`src/rtl/gray_decode_seq_if.sv`:
```
// Handshake bundle for the sequential Gray decoder: one Gray word in, one
// binary result (with step-distance flag) out, each on a valid/ready pair.
interface gray_decode_seq_if #(
  parameter int DATA_LEN = 5
);
  logic                in_valid;
  logic                in_ready;
  logic [DATA_LEN-1:0] in_gray;
  logic                out_valid;
  logic                out_ready;
  logic [DATA_LEN-1:0] out_bin;
  logic                dist_err;

  modport master (
    output in_valid, in_gray, out_ready,
    input  in_ready, out_valid, out_bin, dist_err
  );

  modport slave (
    input  in_valid, in_gray, out_ready,
    output in_ready, out_valid, out_bin, dist_err
  );
endinterface

```
`src/rtl/gray_decode_seq.sv`:
```
// Sequential Gray-to-binary decoder: resolves one bit per clock MSB-first and
// flags results that are not a 0/+1/-1 (mod 2^DATA_LEN) step from the last one.
module gray_decode_seq #(
  parameter int DATA_LEN = 5
) (
  input  logic               clk,
  input  logic               rst_n,
  gray_decode_seq_if.slave   bus
);

  localparam int                IDX_W   = $clog2(DATA_LEN);
  localparam logic [IDX_W-1:0]  IDX_MSB = IDX_W'(DATA_LEN - 1);

  typedef enum logic [1:0] {
    IDLE,
    BUSY,
    DONE
  } state_t;

  state_t              state_q, state_d;
  logic [DATA_LEN-1:0] gray_q;
  logic [DATA_LEN-1:0] bin_q, bin_d, bin_shr;
  logic [DATA_LEN-1:0] prev_q;
  logic [DATA_LEN-1:0] diff;
  logic [IDX_W-1:0]    idx_q;
  logic                have_prev_q;
  logic                err_q, err_d;
  logic                accept, release_out, last_bit;

  assign accept      = (state_q == IDLE) && bus.in_valid;
  assign release_out = (state_q == DONE) && bus.out_ready;
  assign last_bit    = (state_q == BUSY) && (idx_q == '0);

  // NOTE: sequential state uses non-blocking assignments so every register
  // samples pre-edge values, independent of process ordering.
  always_ff @(posedge clk or negedge rst_n) begin
    if (!rst_n) state_q <= IDLE;
    else        state_q <= state_d;
  end

  // NOTE: every combinational output gets a default first, so no path
  // through the case leaves it unassigned and a latch is never inferred.
  always_comb begin
    state_d = state_q;
    unique case (state_q)
      IDLE: if (accept)      state_d = BUSY;
      BUSY: if (last_bit)    state_d = DONE;
      DONE: if (release_out) state_d = IDLE;
      default:               state_d = IDLE;
    endcase
  end

  // Handshake outputs decode from state only: no in_valid/out_ready feedthrough.
  always_comb begin
    bus.in_ready  = (state_q == IDLE);
    bus.out_valid = (state_q == DONE);
  end

  // Shifting right lines bin[j+1] up with bit j; at the MSB the shifted-in
  // zero makes bin[MSB] = g[MSB] without a special case.
  assign bin_shr = bin_q >> 1;

  always_comb begin
    bin_d        = bin_q;
    bin_d[idx_q] = bin_shr[idx_q] ^ gray_q[idx_q];
    diff         = bin_d - prev_q;
    err_d        = have_prev_q &&
                   !((diff == '0) || (diff == DATA_LEN'(1)) || (diff == '1));
  end

  always_ff @(posedge clk or negedge rst_n) begin
    if (!rst_n) begin
      gray_q      <= '0;
      bin_q       <= '0;
      prev_q      <= '0;
      idx_q       <= '0;
      have_prev_q <= 1'b0;
      err_q       <= 1'b0;
    end else begin
      if (accept) begin
        gray_q <= bus.in_gray;
        idx_q  <= IDX_MSB;
      end
      if (state_q == BUSY) begin
        bin_q <= bin_d;
        idx_q <= idx_q - IDX_W'(1);
      end
      if (last_bit) err_q <= err_d;
      if (release_out) begin
        prev_q      <= bin_q;
        have_prev_q <= 1'b1;
      end
    end
  end

  assign bus.out_bin  = bin_q;
  assign bus.dist_err = err_q;

endmodule

```
`src/flat_wrapper.sv`:
```
// flat-port wrapper written by rule: the top's interface ports become plain ports
module gray_decode_seq_flat 
#(
  parameter int DATA_LEN = 5
)
  (clk, rst_n, bus_in_valid, bus_in_gray, bus_out_ready, bus_in_ready, bus_out_valid, bus_out_bin, bus_dist_err);
  gray_decode_seq_if #(.DATA_LEN(DATA_LEN)) bus_i ();
  input  logic clk;
  input  logic rst_n;
  input wire logic [$bits(bus_i.in_valid)-1:0] bus_in_valid;
  input wire logic [$bits(bus_i.in_gray)-1:0] bus_in_gray;
  input wire logic [$bits(bus_i.out_ready)-1:0] bus_out_ready;
  output wire logic [$bits(bus_i.in_ready)-1:0] bus_in_ready;
  output wire logic [$bits(bus_i.out_valid)-1:0] bus_out_valid;
  output wire logic [$bits(bus_i.out_bin)-1:0] bus_out_bin;
  output wire logic [$bits(bus_i.dist_err)-1:0] bus_dist_err;
  assign bus_i.in_valid = bus_in_valid;
  assign bus_i.in_gray = bus_in_gray;
  assign bus_i.out_ready = bus_out_ready;
  assign bus_in_ready = bus_i.in_ready;
  assign bus_out_valid = bus_i.out_valid;
  assign bus_out_bin = bus_i.out_bin;
  assign bus_dist_err = bus_i.dist_err;
  gray_decode_seq #(.DATA_LEN(DATA_LEN)) u_core (.clk(clk), .rst_n(rst_n), .bus(bus_i));
endmodule
```
`config.mk`:
```
export PLATFORM = sky130hd
export DESIGN_NAME = gray_decode_seq_flat
export DESIGN_NICKNAME = d
export VERILOG_FILES = /design/src/rtl/gray_decode_seq_if.sv /design/src/rtl/gray_decode_seq.sv /design/src/flat_wrapper.sv
export SDC_FILE = /design/constraint.sdc
export NUM_CORES = 1
export LEC_CHECK = 0
export BUFFER_PORTS_ARGS = -buffer_cell sky130_fd_sc_hd__buf_2
export CAP_MARGIN = 25
export CORE_ASPECT_RATIO = 1.25
export CORE_MARGIN = 8
export CORE_UTILIZATION = 56
export CTS_CLUSTER_DIAMETER = 100
export CTS_CLUSTER_SIZE = 20
export DETAILED_ROUTE_END_ITERATION = 7
export GPL_TIMING_DRIVEN = 0
export MAX_ROUTING_LAYER = met4
export PLACE_DENSITY = 0.79
export SLEW_MARGIN = 20
export SYNTH_ARGS = -nofsm -noshare
export SYNTH_HDL_FRONTEND = slang
export SYNTH_SLANG_ARGS = --single-unit
```
`constraint.sdc`:
```
create_clock -name clk -period 4.1 [get_ports clk]
set_input_delay 0.615 -clock clk [delete_from_list [all_inputs] [get_ports clk]]
set_output_delay 0.615 -clock clk [all_outputs]
set_load 0.02 [all_outputs]
```
=== Word level (Yosys, flattened, before mapping) ===
Cells that the tools add are included.

* Bitwise gates (word level): 1
* Equality and inequality tests: 7
* Multipliers: 0
* Muxes and demuxes: 13
* Add/subtract/negate cells: 2
* Shift-type cells: 0
* Reductions and logical operators: 13
* Div/mod/pow operators: 0
* Magnitude comparators: 2

{| class="wikitable"
|+ Operators by type and width
! cell !! number
|-
| $bmux 1 s3 || 2
|-
| $mux 2 || 3
|-
| $mux 3 || 2
|-
| $ne 2x1->1 const B || 3
|-
| $pmux 2 s3 || 1
|-
| $bwmux 5 || 1
|-
| $eq 5x1->1 const B || 1
|-
| $eq 5x5->1 const B || 1
|-
| $logic_and 1x1->1 || 5
|-
| $logic_not 5->1 || 1
|-
| $sub 5x5->5 || 1
|-
| $lt 3x4->1 const B || 1
|-
| $demux 1 s3 || 1
|-
| $ge 3x1->1 const B || 1
|-
| $logic_not 3->1 || 1
|-
| $mux 1 || 3
|-
| $reduce_and 3->1 || 1
|-
| $sub 3x1->3 const B || 1
|-
| $eq 2x1->1 const B || 1
|-
| $eq 2x2->1 const B || 1
|-
| $logic_not 2->1 || 1
|-
| $logic_or 1x1->1 || 2
|-
| $reduce_bool 2->1 || 1
|-
| $logic_not 1->1 || 1
|-
| $xor 1x1->1 || 1
|}

* Memory bits (writable): 0
* Memories kept: 0
* Word-level logic and storage cells: 45
* Input bits: 9
* ROM bits: 0
* Register bits after elaboration: 22
* Latch bits: 0
* Output and inout port bits: 8

=== Depth between registers and ports, before layout ===
Gate-level depths: netlist of the first run.

* Word-level depth: 11
* Gate-level depth with buffers: 14
* Depth with buffers taken out: 13

=== Least setup slack after synthesis of the first run ===
OpenSTA, ideal clock, no wires.

* Path kind: register to register
* Start: register u_core.bin_q[4], in the netlist u_core.bus.out_bin[4]
* End: register u_core.err_q, in the netlist u_core.bus.dist_err
* Stages on the path, launching flop included: 13
* Clock period less this slack: 3.097 ns
* Setup time: 0.124 ns
* Path slack: 1.003 ns
* Path buffers: 0
* Arrival time: 2.973 ns
* Required time: 3.976 ns
* Cell sequence: dfrtp_1 mux4_2 o21ai_2 a32oi_2 mux2i_1 ha_1 inv_1 fa_1 a21o_1 a21oi_2 xnor3_1 o311a_1 a211o_1

* Longest elaborated chain between the ends: 10
* Elaborated cells between the ends (all ways): 12
* Classes of those cells: add/sub: 1; eq/ne: 2; mux: 3; bitwise: 1; reduce/logical: 5

{| class="wikitable"
|+ Ends and longest elaborated chain
! element !! line !! text
|-
| from (decl) || gray_decode_seq.sv:22 || <nowiki>logic [DATA_LEN-1:0] bin_q, bin_d, bin_shr;</nowiki>
|-
| from (signal assigned) || gray_decode_seq.sv:85 || <nowiki>bin_q <= bin_d;</nowiki>
|-
| $bmux 1 s3 || gray_decode_seq.sv:65 || <nowiki>bin_d[idx_q] = bin_shr[idx_q] ^ gray_q[idx_q];</nowiki>
|-
| $mux 1 (implied by the code) || gray_decode_seq.sv:65 ||
|-
| $xor 1x1->1 || gray_decode_seq.sv:65 ||
|-
| $bwmux 5 * || gray_decode_seq.sv:65 ||
|-
| $sub 5x5->5 * || gray_decode_seq.sv:66 || <nowiki>diff = bin_d - prev_q;</nowiki>
|-
| $eq 5x1->1 / $logic_not 5->1 (equally long branches) || gray_decode_seq.sv:68 || <nowiki>!((diff == '0) || (diff == DATA_LEN'(1)) || (diff == '1));</nowiki>
|-
| $logic_or 1x1->1 || gray_decode_seq.sv:68 ||
|-
| $logic_or 1x1->1 * || gray_decode_seq.sv:68 ||
|-
| $logic_not 1->1 * || gray_decode_seq.sv:68 ||
|-
| $logic_and 1x1->1 * || gray_decode_seq.sv:67 || <nowiki>err_d = have_prev_q &&</nowiki>
|-
| to (signal assigned) || gray_decode_seq.sv:88 || <nowiki>if (last_bit) err_q <= err_d;</nowiki>
|-
| to (decl) || gray_decode_seq.sv:27 || <nowiki>logic err_q, err_d;</nowiki>
|}

Every way passes the cells marked *; elsewhere a longest branch is shown, timed or not. The select of a mux whose other input is x is not followed.
A chain may end at the register's enable or synchronous reset.

=== Worst setup path in the final report of the first run ===
* Start: register u_core.idx_q[0]
* End: register u_core.err_q, in the netlist u_core.bus.dist_err

* Longest elaborated chain between the ends: 11
* Elaborated cells between the ends (all ways): 21
* Classes of those cells: add/sub: 1; order compare: 2; eq/ne: 2; mux: 7; bitwise: 1; reduce/logical: 8

{| class="wikitable"
|+ Ends and longest elaborated chain
! element !! line !! text
|-
| from (decl) || gray_decode_seq.sv:25 || <nowiki>logic [IDX_W-1:0] idx_q;</nowiki>
|-
| from (signal assigned) || gray_decode_seq.sv:86 || <nowiki>idx_q <= idx_q - IDX_W'(1);</nowiki>
|-
| $lt 3x4->1 (implied by the code) / $ge 3x1->1 (equally long branches) || gray_decode_seq.sv:65 ||
|-
| $logic_and 1x1->1 (implied by the code) || gray_decode_seq.sv:65 ||
|-
| $mux 1 (implied by the code) || gray_decode_seq.sv:65 ||
|-
| $demux 1 s3 || n/a ||
|-
| $bwmux 5 || gray_decode_seq.sv:65 ||
|-
| $sub 5x5->5 || gray_decode_seq.sv:66 ||
|-
| $eq 5x1->1 / $logic_not 5->1 (equally long branches) || gray_decode_seq.sv:68 ||
|-
| $logic_or 1x1->1 (2 in series) || gray_decode_seq.sv:68 ||
|-
| $logic_not 1->1 || gray_decode_seq.sv:68 ||
|-
| $logic_and 1x1->1 || gray_decode_seq.sv:67 ||
|}

Parallel ways exist; a longest one is shown, timed or not. The select of a mux whose other input is x is not followed.

==> flow_metrics.env, run 1 <==
export IMPL_end_kind="register"
export IMPL_final_setup_tns_ns=0
export IMPL_synth_common_cells="dfrtp_1, mux2_2, inv_1, nand2_1, ha_1"
export IMPL_crit_path_start="u_core.idx_q[0]"
export IMPL_port_buffers=16
export IMPL_setup_viol=0
export IMPL_diodes=0
export IMPL_via_per_inst=5.503
export IMPL_ys_flop_type="dfrtp_1"
export IMPL_rows=20
export IMPL_syn_avg_cell_area_um2=11.37
export IMPL_grt_pass1_vias=1048
export IMPL_fmax_mhz=296.6
export IMPL_multi_input_area_um2=734.5
export IMPL_slew_headroom_pct=66.59
export IMPL_drc=0
export IMPL_core_um2=2352
export IMPL_post_drt_wl_per_cell_um=15.18
export IMPL_htreeDepth=1
export IMPL_drt_wl_total_mm=2.595
export IMPL_area_delta_synth_final_pct=11.75
export IMPL_worstPathRequired_ns=4.33
export IMPL_syn_area_um2=1341
export IMPL_final_net_count=155
export IMPL_antenna_found_initial=0
export IMPL_die_h_um=70.72
export IMPL_finalHoldViolCount=0
export IMPL_cts_buffer_depth=2
export IMPL_grt_overflow_total=0
export IMPL_fin_crit_ns=3.371
export IMPL_postCtsSetupRepairBufs=0
export IMPL_synthArstFlopShare_pct=100.0
export IMPL_vias=941
export IMPL_dieArea_um2=4227
export IMPL_drive_above_1_share_pct=34.06
export IMPL_status="finished, final reports clean"
export IMPL_die_x_um=59.78
export IMPL_synth_edf_count=0
export IMPL_nFillCells=210
export IMPL_p_per_area_nw_per_um2=846.8
export IMPL_finalCritPeriodShare_pct=82.22
export IMPL_reg2reg_from="u_core.idx_q[0]"
export IMPL_cts_tree="yes"
export IMPL_syn_num_nets=134
export IMPL_place_congestion=0.8984
export IMPL_start_util_pct=57.02
export IMPL_firstDrtPassIters=4
export IMPL_ys_warn_count=0
export IMPL_grt_max_degree=23
export IMPL_synth_most_common_cell="dfrtp_1"
export IMPL_dp_hpwl_mm=2.026
export IMPL_grtUsageTotal_pct=13.63
export IMPL_p_leak_nw=0.7010
export IMPL_synth_top_area_share_pct=41.04
export IMPL_grt_pass1_wl_mm=4.416
export IMPL_cts_buffers_inserted=3
export IMPL_fin_skew_ns=0.007985
export IMPL_insertion_delay_ns=0.32
export IMPL_finalMaxSlewViolations=0
export IMPL_drtIter0Drc=16
export IMPL_clkSlewWorstSetupHoldPaths_ns=0.13
export IMPL_ioPinCount=17
export IMPL_ff_latch_area_um2=550.5
export IMPL_holdWs_ns=0.2322
export IMPL_critical_path_class="reg2reg"
export IMPL_vdd_drop_max_mv=0.4204
export IMPL_cp_start_kind="register"
export IMPL_syn_inst=118
export IMPL_cts_root_buf="clkbuf_4"
export IMPL_synth_seq_cells=22
export IMPL_yosys_top_cells_area="dfrtp_1, mux2_2, ha_1, mux2i_1, inv_1"
export IMPL_drv_cap=0
export IMPL_cts_hold_buf=0
export IMPL_yosysSeqAreaShare_pct=41.04
export IMPL_synth_top_cell_by_area="dfrtp_1"
export IMPL_ant_nets=0
export IMPL_clock_sinks=22
export IMPL_hold_path_class="in2async"
export IMPL_tightest_slew_ns=0.5012
export IMPL_ctsResizeCount=0
export IMPL_crit_fanout=8
export IMPL_rsz0062_at_grt="no"
export IMPL_cp_arrival_ns=3.60
export IMPL_ys_types=39
state kept, by name, summed over array words and instances, names as in the netlist:
name and flops:
u_core.prev_q 5, u_core.state_q 2, u_core.bus.dist_err 1, u_core.gray_q 5
u_core.have_prev_q 1, u_core.idx_q 3, u_core.bus.out_bin 5
path summary, 6_finish.rpt:
kind	slack, ns	cells past startpoint	endpoint
max	0.73	12	u_core.bus.dist_err
min	0.23	1	u_core.gray_q[1]
max reg2reg	0.73	12	u_core.bus.dist_err
min reg2reg	0.48	1	u_core.have_prev_q
max in group asynchronous	3.52	1	u_core.gray_q[2]
min in group clk	0.47	2	u_core.state_q[1]
metal layers:
layer / track usage (%) / vias up / share of wire, %
li1: - / 460 / -
met5: - / - / 0
met2: 23.56 / 21 / 52
met1: 13.71 / 453 / 43
met3: 1.815 / 7 / 2.1
met4: 8.777 / 0 / 3.0
report_power, final:
group	leakage, nW	switching, mW	internal (mW)
Sequential	0.274	0.0757	0.309
Clock	0.0210	0.0710	0.0544
Combinational	0.406	0.397	0.363
Total	0.701	0.544	0.725
placed cells by master (no fill, tap or decap), types with 3 or more instances in the layout:
master / n
buf_2: 16
clkbuf_4: 3
dfrtp_1: 22
ha_1: 6
inv_1: 8
mux2_2: 18
mux2i_1: 3
nand2_1: 8
nand2b_1: 3
nor2_1: 5
nor2b_1: 4
nor3_1: 3
o21ai_0: 3
worst max-delay path, stage by stage (launching register included):
cell	delay [ns]
dfrtp_1	0.48
mux4_2	0.57
o21ai_2	0.18
a32oi_2	0.13
mux2i_1	0.20
ha_1	0.19
inv_1	0.06
fa_1	0.39
a21o_1	0.18
a21oi_2	0.16
xnor3_1	0.37
o311a_1	0.14
a211o_1	0.22
cells by family (layout without fill, tap and decap cells):
kind of cell	count (synthesis)	count (layout)	share of synthesized area (%)
adders and majority gates	7	7	7.089
AOI/OAI and AO/OA	19	19	11.29
muxes	22	22	19.03
xor gates and xnor gates	2	2	2.332
and+or+nand+nor	34	34	15.02
buffers and inverters	12	32	4.198
DFF	22	22	41.04
per-stage QoR:
stage | worst slack, ns | std cells | cell area [um^2] | util [%] | power [mW]
floorplan | 1.003 | 118 | 1341 | - | 0.9765
global placement | 0.8689 | 167 | 1463 | 62.18 | 1.110
detailed placement | 0.7668 | 167 | 1463 | 62.18 | 1.152
CTS | 0.7334 | 171 | 1499 | 63.72 | 1.278
global route | 0.5752 | 171 | 1499 | 63.72 | 1.366
finish | 0.7290 | 171 | 1499 | 63.72 | 1.269
area by class of cell:
| cell class | count | share of cell area, % |
|---|---|---|
| Buffer | 4 | 1.753 |
| Clock buffer | 4 | 2.421 |
| Inverter | 8 | 2.003 |
| Multi-Input combinational cell | 84 | 49.00 |
| Sequential cell | 22 | 36.73 |
| Tap cell | 33 | 2.755 |
| Timing Repair Buffer | 16 | 5.342 |
Note: power is estimated with default switching activity, not from simulation.
==> run 2: changes to the inputs <==
ABC_AREA = 1   (was default)
CORE_UTILIZATION = 51   (was 56)
PLACE_DENSITY = 0.76   (was 0.79)
clock period = 2.7 ns   (was 4.1 ns; I/O delays follow)
==> flow_metrics.env, run 2 <==
export IMPL_crit_fanout=6
export IMPL_p_per_area_nw_per_um2=1328
export IMPL_drc=0
export IMPL_synth_top_cell_by_area="dfrtp_1"
export IMPL_p_leak_nw=0.8585
export IMPL_vdd_drop_max_mv=0.6957
export IMPL_fin_skew_ns=0.008544
export IMPL_final_common_cell="nand2_1"
export IMPL_clock_sinks=22
export IMPL_cts_buffers_inserted=3
export IMPL_synth_most_common_cell="nand2_1"
export IMPL_final_cell_mix="nand2_1, inv_1, nand3_1, dfrtp_1, buf_2"
export IMPL_firstDrtPassIters=6
export IMPL_core_um2=2452
export IMPL_synth_seq_cells=22
export IMPL_final_net_count=225
export IMPL_clkSlewWorstSetupHoldPaths_ns=0.12
export IMPL_drv_cap=0
export IMPL_drtIter0Drc=45
export IMPL_start_util_pct=54.03
export IMPL_cp_top_family="simple AND/OR/NAND/NOR gates"
export IMPL_yosys_top_cells_area="dfrtp_1, nand2_1, nand3_1, inv_1, ha_1"
export IMPL_crit_slowest_cell="fa_2"
export IMPL_ys_flop_type="dfrtp_1"
export IMPL_ioPinCount=17
export IMPL_tightest_slew_ns=0.4970
export IMPL_rows=20
export IMPL_synth_common_cells="nand2_1, inv_1, nand3_1"
export IMPL_cts_tree="yes"
export IMPL_antenna_found_initial=0
export IMPL_cp_start_kind="register"
export IMPL_end_kind="register"
export IMPL_cts_root_buf="clkbuf_4"
export IMPL_path_cells="inv_4 -> nand3_2 -> o21ai_2 -> nor2_1 -> nand2_2 -> nand3_2 -> nand2_1 -> ha_1 -> inv_1 -> fa_2 -> inv_1 -> nor3_1 -> and2_1 -> nand2_1 -> nand3_1 -> nand2_1"
export IMPL_hold_path_class="in2async"
export IMPL_die_h_um=72.99
export IMPL_final_setup_tns_ns=0
export IMPL_finalHoldViolCount=0
export IMPL_htreeDepth=1
export IMPL_worstPathRequired_ns=2.91
export IMPL_finalMaxSlewViolations=0
export IMPL_cp_arrival_ns=2.74
export IMPL_diodes=0
export IMPL_place_congestion=0.8436
export IMPL_drt_wl_total_mm=2.975
export IMPL_wl_met3_um=53
export IMPL_ys_types=23
export IMPL_status="finished, final reports clean"
export IMPL_finalCritPeriodShare_pct=93.63
export IMPL_syn_avg_cell_area_um2=7.124
export IMPL_critPathMaxStageDelay_ns=0.52
export IMPL_top_layer_used="met4"
export IMPL_grt_pass1_wl_mm=4.995
export IMPL_vias=1248
export IMPL_synth_top_area_share_pct=41.55
export IMPL_ant_nets=0
export IMPL_grt_max_degree=23
export IMPL_grt_pass1_vias=1251
export IMPL_cts_buffer_depth=2
export IMPL_critical_path_class="reg2reg"
export IMPL_synthArstFlopShare_pct=100.0
export IMPL_drive_above_1_share_pct=20.19
export IMPL_dp_hpwl_mm=2.249
export IMPL_power_mw=2.064
export IMPL_grt_overflow_total=0
export IMPL_syn_inst=186
export IMPL_timing_critical_path_buf_inv=3
export IMPL_ys_warn_count=0
export IMPL_cts_hold_buf=0
export IMPL_setup_viol=0
export IMPL_post_drt_wl_per_cell_um=12.34
export IMPL_cp_common_cell="nand2_1"
export IMPL_syn_num_nets=202
export IMPL_grtUsageTotal_pct=14.44
export IMPL_nFillCells=258
export IMPL_area_delta_synth_final_pct=17.28
export IMPL_port_buffers=16
export IMPL_fmax_mhz=395.6
export IMPL_die_x_um=61.59
export IMPL_synth_edf_count=0
export IMPL_yosysSeqAreaShare_pct=41.55
export IMPL_wl_met1_mm=1.217
export IMPL_slew_headroom_pct=66.87
export IMPL_syn_area_um2=1325
export IMPL_via_per_inst=5.178
export IMPL_insertion_delay_ns=0.30
export IMPL_wl_met2_mm=1.652
export IMPL_dieArea_um2=4495
export IMPL_fin_crit_ns=2.528
run 2: cell count changes after synthesis, moves of 4 or more:
cell     delta
o21ai_0     +9
mux2_2     -18
inv_1      +20
nor2b_1     -4
nand2_1    +55
nand3_1    +21
nor2_1      +6
run 2: power by group:
part | switching, mW | internal, mW
Sequential | 0.125 | 0.475
Combinational | 0.808 | 0.476
Clock | 0.0975 | 0.0823
Total | 1.03 | 1.03
run 2: worst reg2reg max path: stages (launching register included):
cell and delay (ns):
dfrtp_2 0.49, inv_4 0.11, nand3_2 0.13, o21ai_2 0.15, nor2_1 0.06, nand2_2 0.10, nand3_2 0.09, nand2_1 0.07
ha_1 0.13, inv_1 0.07, fa_2 0.53, inv_1 0.05, nor3_1 0.14, and2_1 0.15, nand2_1 0.05, nand3_1 0.07
nand2_1 0.05
run 2: per-stage QoR:
step	utilization (%)	setup WS, ns	hold slack [ns]	instances	cell area [um^2]
final	63.37	0.1719	0.04080	241	1554
after global routing	63.37	-0.06237	0.08022	241	1554
after CTS	60.46	0.04061	0.05704	239	1483
after detailed placement	58.98	0.05513	0.3979	235	1446
after global placement	58.98	0.1500	0.3884	235	1446
after floorplan	-	0.3969	0.1094	186	1325
run 2: per-layer routing:
layer | up-vias | global-route usage [%]
li1 | 632 | -
met1 | 589 | 15.60
met2 | 20 | 25.26
met3 | 7 | 2.293
met4 | 0 | 5.330
met5 | - | -
run 2: path summary, 6_finish.rpt:
path / slack (ns) / end / depth (start not counted) / from
worst max-delay path: 0.17 / u_core.bus.dist_err / 16 / u_core.idx_q[2]
worst min-delay path: 0.04 / u_core.state_q[1] / 1 / rst_n
worst max register to register: 0.17 / u_core.bus.dist_err / 16 / u_core.idx_q[2]
worst min register to register: 0.48 / u_core.have_prev_q / 2 / u_core.have_prev_q
max in group asynchronous: 2.29 / u_core.idx_q[0] / 1 / rst_n
min in group clk: 0.28 / u_core.state_q[1] / 2 / bus_out_ready
run 2: cells by family after synthesis:
group,Yosys count,share of synthesized area [%]
flip-flops,22,41.55
AO/OA/AOI/OAI,16,6.327
adder cells (fa/ha/maj),7,7.176
XOR/XNOR,1,0.6611
AND/OR/NAND/NOR,108,35.13
buffers and inverters,32,9.159
run 2: area by class of cell:
| class | count | area [um^2] | area share, % |
|---|---|---|---|
| well taps | 33 | 41.29 | 2.657 |
| plain buffers | 2 | 8.758 | 0.5636 |
| flip-flops and latches | 22 | 554.3 | 35.67 |
| multi-input cells | 132 | 698.2 | 44.93 |
| repair buffers | 18 | 95.09 | 6.119 |
| clock buffers | 4 | 36.28 | 2.335 |
| inverters | 30 | 120.1 | 7.729 |
run 2: what timing repair did:
action	CTS	global route
gates resized for setup	0	19
endpoints found under the setup margin	0	1
buffers inserted	0	2
==> run 3: changes to the inputs <==
CORE_UTILIZATION = 40   (was 51)
CTS_CLUSTER_DIAMETER = default   (was 100)
PLACE_DENSITY = 0.69   (was 0.76)
==> flow_metrics.env, run 3 (same netlist as run 2, synthesis figures left out) <==
export IMPL_start_util_pct=41.48
export IMPL_via_per_inst=4.735
export IMPL_stdcell_area_um2=1565
export IMPL_cts_root_buf="clkbuf_8"
export IMPL_rsz0062_at_grt="no"
export IMPL_die_x_um=67.48
export IMPL_status="finished, final reports clean"
export IMPL_final_cell_mix="nand2_1, inv_1, nand3_1, dfrtp_1, buf_2"
export IMPL_cts_tree="yes"
export IMPL_drc=0
export IMPL_seqPwrFrac_pct=29.0
export IMPL_holdWs_ns=0.08490
export IMPL_grt_max_degree=23
export IMPL_p_int_mw=1.057
export IMPL_clockPowerShare_pct=11.4
export IMPL_worstPathRequired_ns=2.86
export IMPL_hold_path_class="in2async"
export IMPL_p_per_area_nw_per_um2=1310
export IMPL_drive_above_1_share_pct=19.23
export IMPL_rows=23
export IMPL_final_net_count=225
export IMPL_reg2reg_from="u_core.idx_q[0]"
export IMPL_setup_slack_ns=0.1991
export IMPL_vdd_drop_max_mv=0.5875
export IMPL_nFillCells=330
export IMPL_cp_start_kind="register"
export IMPL_cp_common_cell="nand2_1"
export IMPL_slew_headroom_pct=68.74
export IMPL_clock_sinks=22
export IMPL_critPathMaxStageDelay_ns=0.52
export IMPL_ioPinCount=17
export IMPL_crit_path_start="u_core.idx_q[0]"
export IMPL_fmax_mhz=399.9
export IMPL_fin_skew_ns=0.001619
export IMPL_grt_overflow_total=0
export IMPL_firstDrtPassIters=4
export IMPL_placed_cell_area_um2=1451
export IMPL_fin_crit_ns=2.501
export IMPL_ant_nets=0
export IMPL_clkSlewWorstSetupHoldPaths_ns=0.07
export IMPL_insertion_delay_ns=0.26
export IMPL_post_drt_wl_per_cell_um=11.01
export IMPL_final_common_cell="nand2_1"
export IMPL_setup_viol=0
export IMPL_power_frac_comb_pct=59.6
export IMPL_power_mw=2.050
export IMPL_critical_path_class="reg2reg"
export IMPL_multi_input_area_um2=685.7
export IMPL_htreeDepth=1
export IMPL_ff_latch_area_um2=554.3
export IMPL_grt_pass1_wl_mm=4.726
export IMPL_final_setup_tns_ns=0
export IMPL_grt_pass1_vias=1111
export IMPL_cts_buffers_inserted=3
export IMPL_cp_arrival_ns=2.66
export IMPL_place_congestion=0.8198
export IMPL_end_kind="register"
export IMPL_switching_share_pct=48.42
export IMPL_reg2reg_slack_ns=0.20
export IMPL_finalCritPeriodShare_pct=92.63
export IMPL_p_leak_nw=0.8594
export IMPL_crit_fanout=4
export IMPL_path_cells="buf_4 -> nand3_2 -> nor2_1 -> nor2_1 -> nand2_1 -> nand2_2 -> nand3_1 -> nand2_1 -> ha_1 -> inv_1 -> fa_2 -> inv_1 -> nor3_1 -> and2_1 -> nand2_1 -> nand3_1 -> nand2_1"
export IMPL_core_um2=3194
export IMPL_power_switching_uw=992.6
export IMPL_critPathCapture="u_core.bus.dist_err"
export IMPL_r2r_cells=17
export IMPL_finalHoldViolCount=0
export IMPL_dieArea_um2=5422
export IMPL_dp_hpwl_mm=2.047
export IMPL_crit_slowest_cell="fa_2"
export IMPL_finalMaxSlewViolations=0
export IMPL_tightest_slew_ns=0.4689
export IMPL_grtUsageTotal_pct=11.49
export IMPL_drtIter0Drc=33
export IMPL_port_buffers=16
export IMPL_diodes=0
export IMPL_vias=1160
export IMPL_reg2reg_to="u_core.bus.dist_err"
export IMPL_antenna_found_initial=0
export IMPL_cts_buffer_depth=2
export IMPL_drv_cap=0
export IMPL_drt_wl_total_mm=2.698
export IMPL_area_delta_synth_final_pct=18.13
export IMPL_die_h_um=80.35
export IMPL_place_ws_ns=0.07453
run 3: metrics by stage:
step / utilization, % / instances
final: 49.00 / 245
after global placement: 45.44 / 239
after detailed placement: 45.44 / 239
after global routing: 49.00 / 245
after floorplan: - / 186
after CTS: 47.16 / 243
run 3: worst max-delay path, delay by kind of cell (launching register included):
kind | cells | cell delay (ns)
buffers and inverters | 3 | 0.26
and+or+nand+nor | 12 | 1.03
adders and majority gates | 2 | 0.65
DFF | 1 | 0.45
run 3: repair_timing:
action,CTS,global route
setup buffers,0,2
hold buffers,0,0
endpoints found under the setup margin,0,1
gates resized for setup,0,17
run 3: per-layer routing:
layer / share of wire, % / routed length [um] / GRT usage, %
met1: 47 / 1270 / 13.44
met2: 48 / 1300 / 18.33
met3: 2.4 / 64 / 1.669
met4: 2.3 / 63 / 6.289
met5: 0 / 0 / -
run 3: power groups by stage:
stage	Combinational [mW]	Clock [mW]	Sequential, mW
3_3_place_gp	1.14	0	0.581
3_5_place_dp	1.16	0	0.585
5_1_grt	1.42	0.253	0.616
4_1_cts	1.17	0.246	0.578
6_report	1.22	0.234	0.594
2_1_floorplan	0.869	0	0.607
run 3: how the worst min path moves through the flow:
stage	endpoint	slack [ns]	cells after the start
after global placement	u_core.bus.out_bin[2]	0.40	1
after CTS	u_core.gray_q[3]	0.10	1
after global routing	u_core.gray_q[3]	0.13	1
after detailed placement	u_core.gray_q[3]	0.40	1
final	u_core.gray_q[3]	0.08	1
after floorplan	u_core.bus.dist_err	0.11	0
run 3: final cells by class:
type                       instances  share of cell area [%]
multi-input combinational        132                   43.81
sequential                        22                   35.41
inverter                          30                   7.674
timing repair buffer              18                   6.075
clock buffer                       4                   3.517
tap                               37                   2.958
buffer                             2                  0.5596
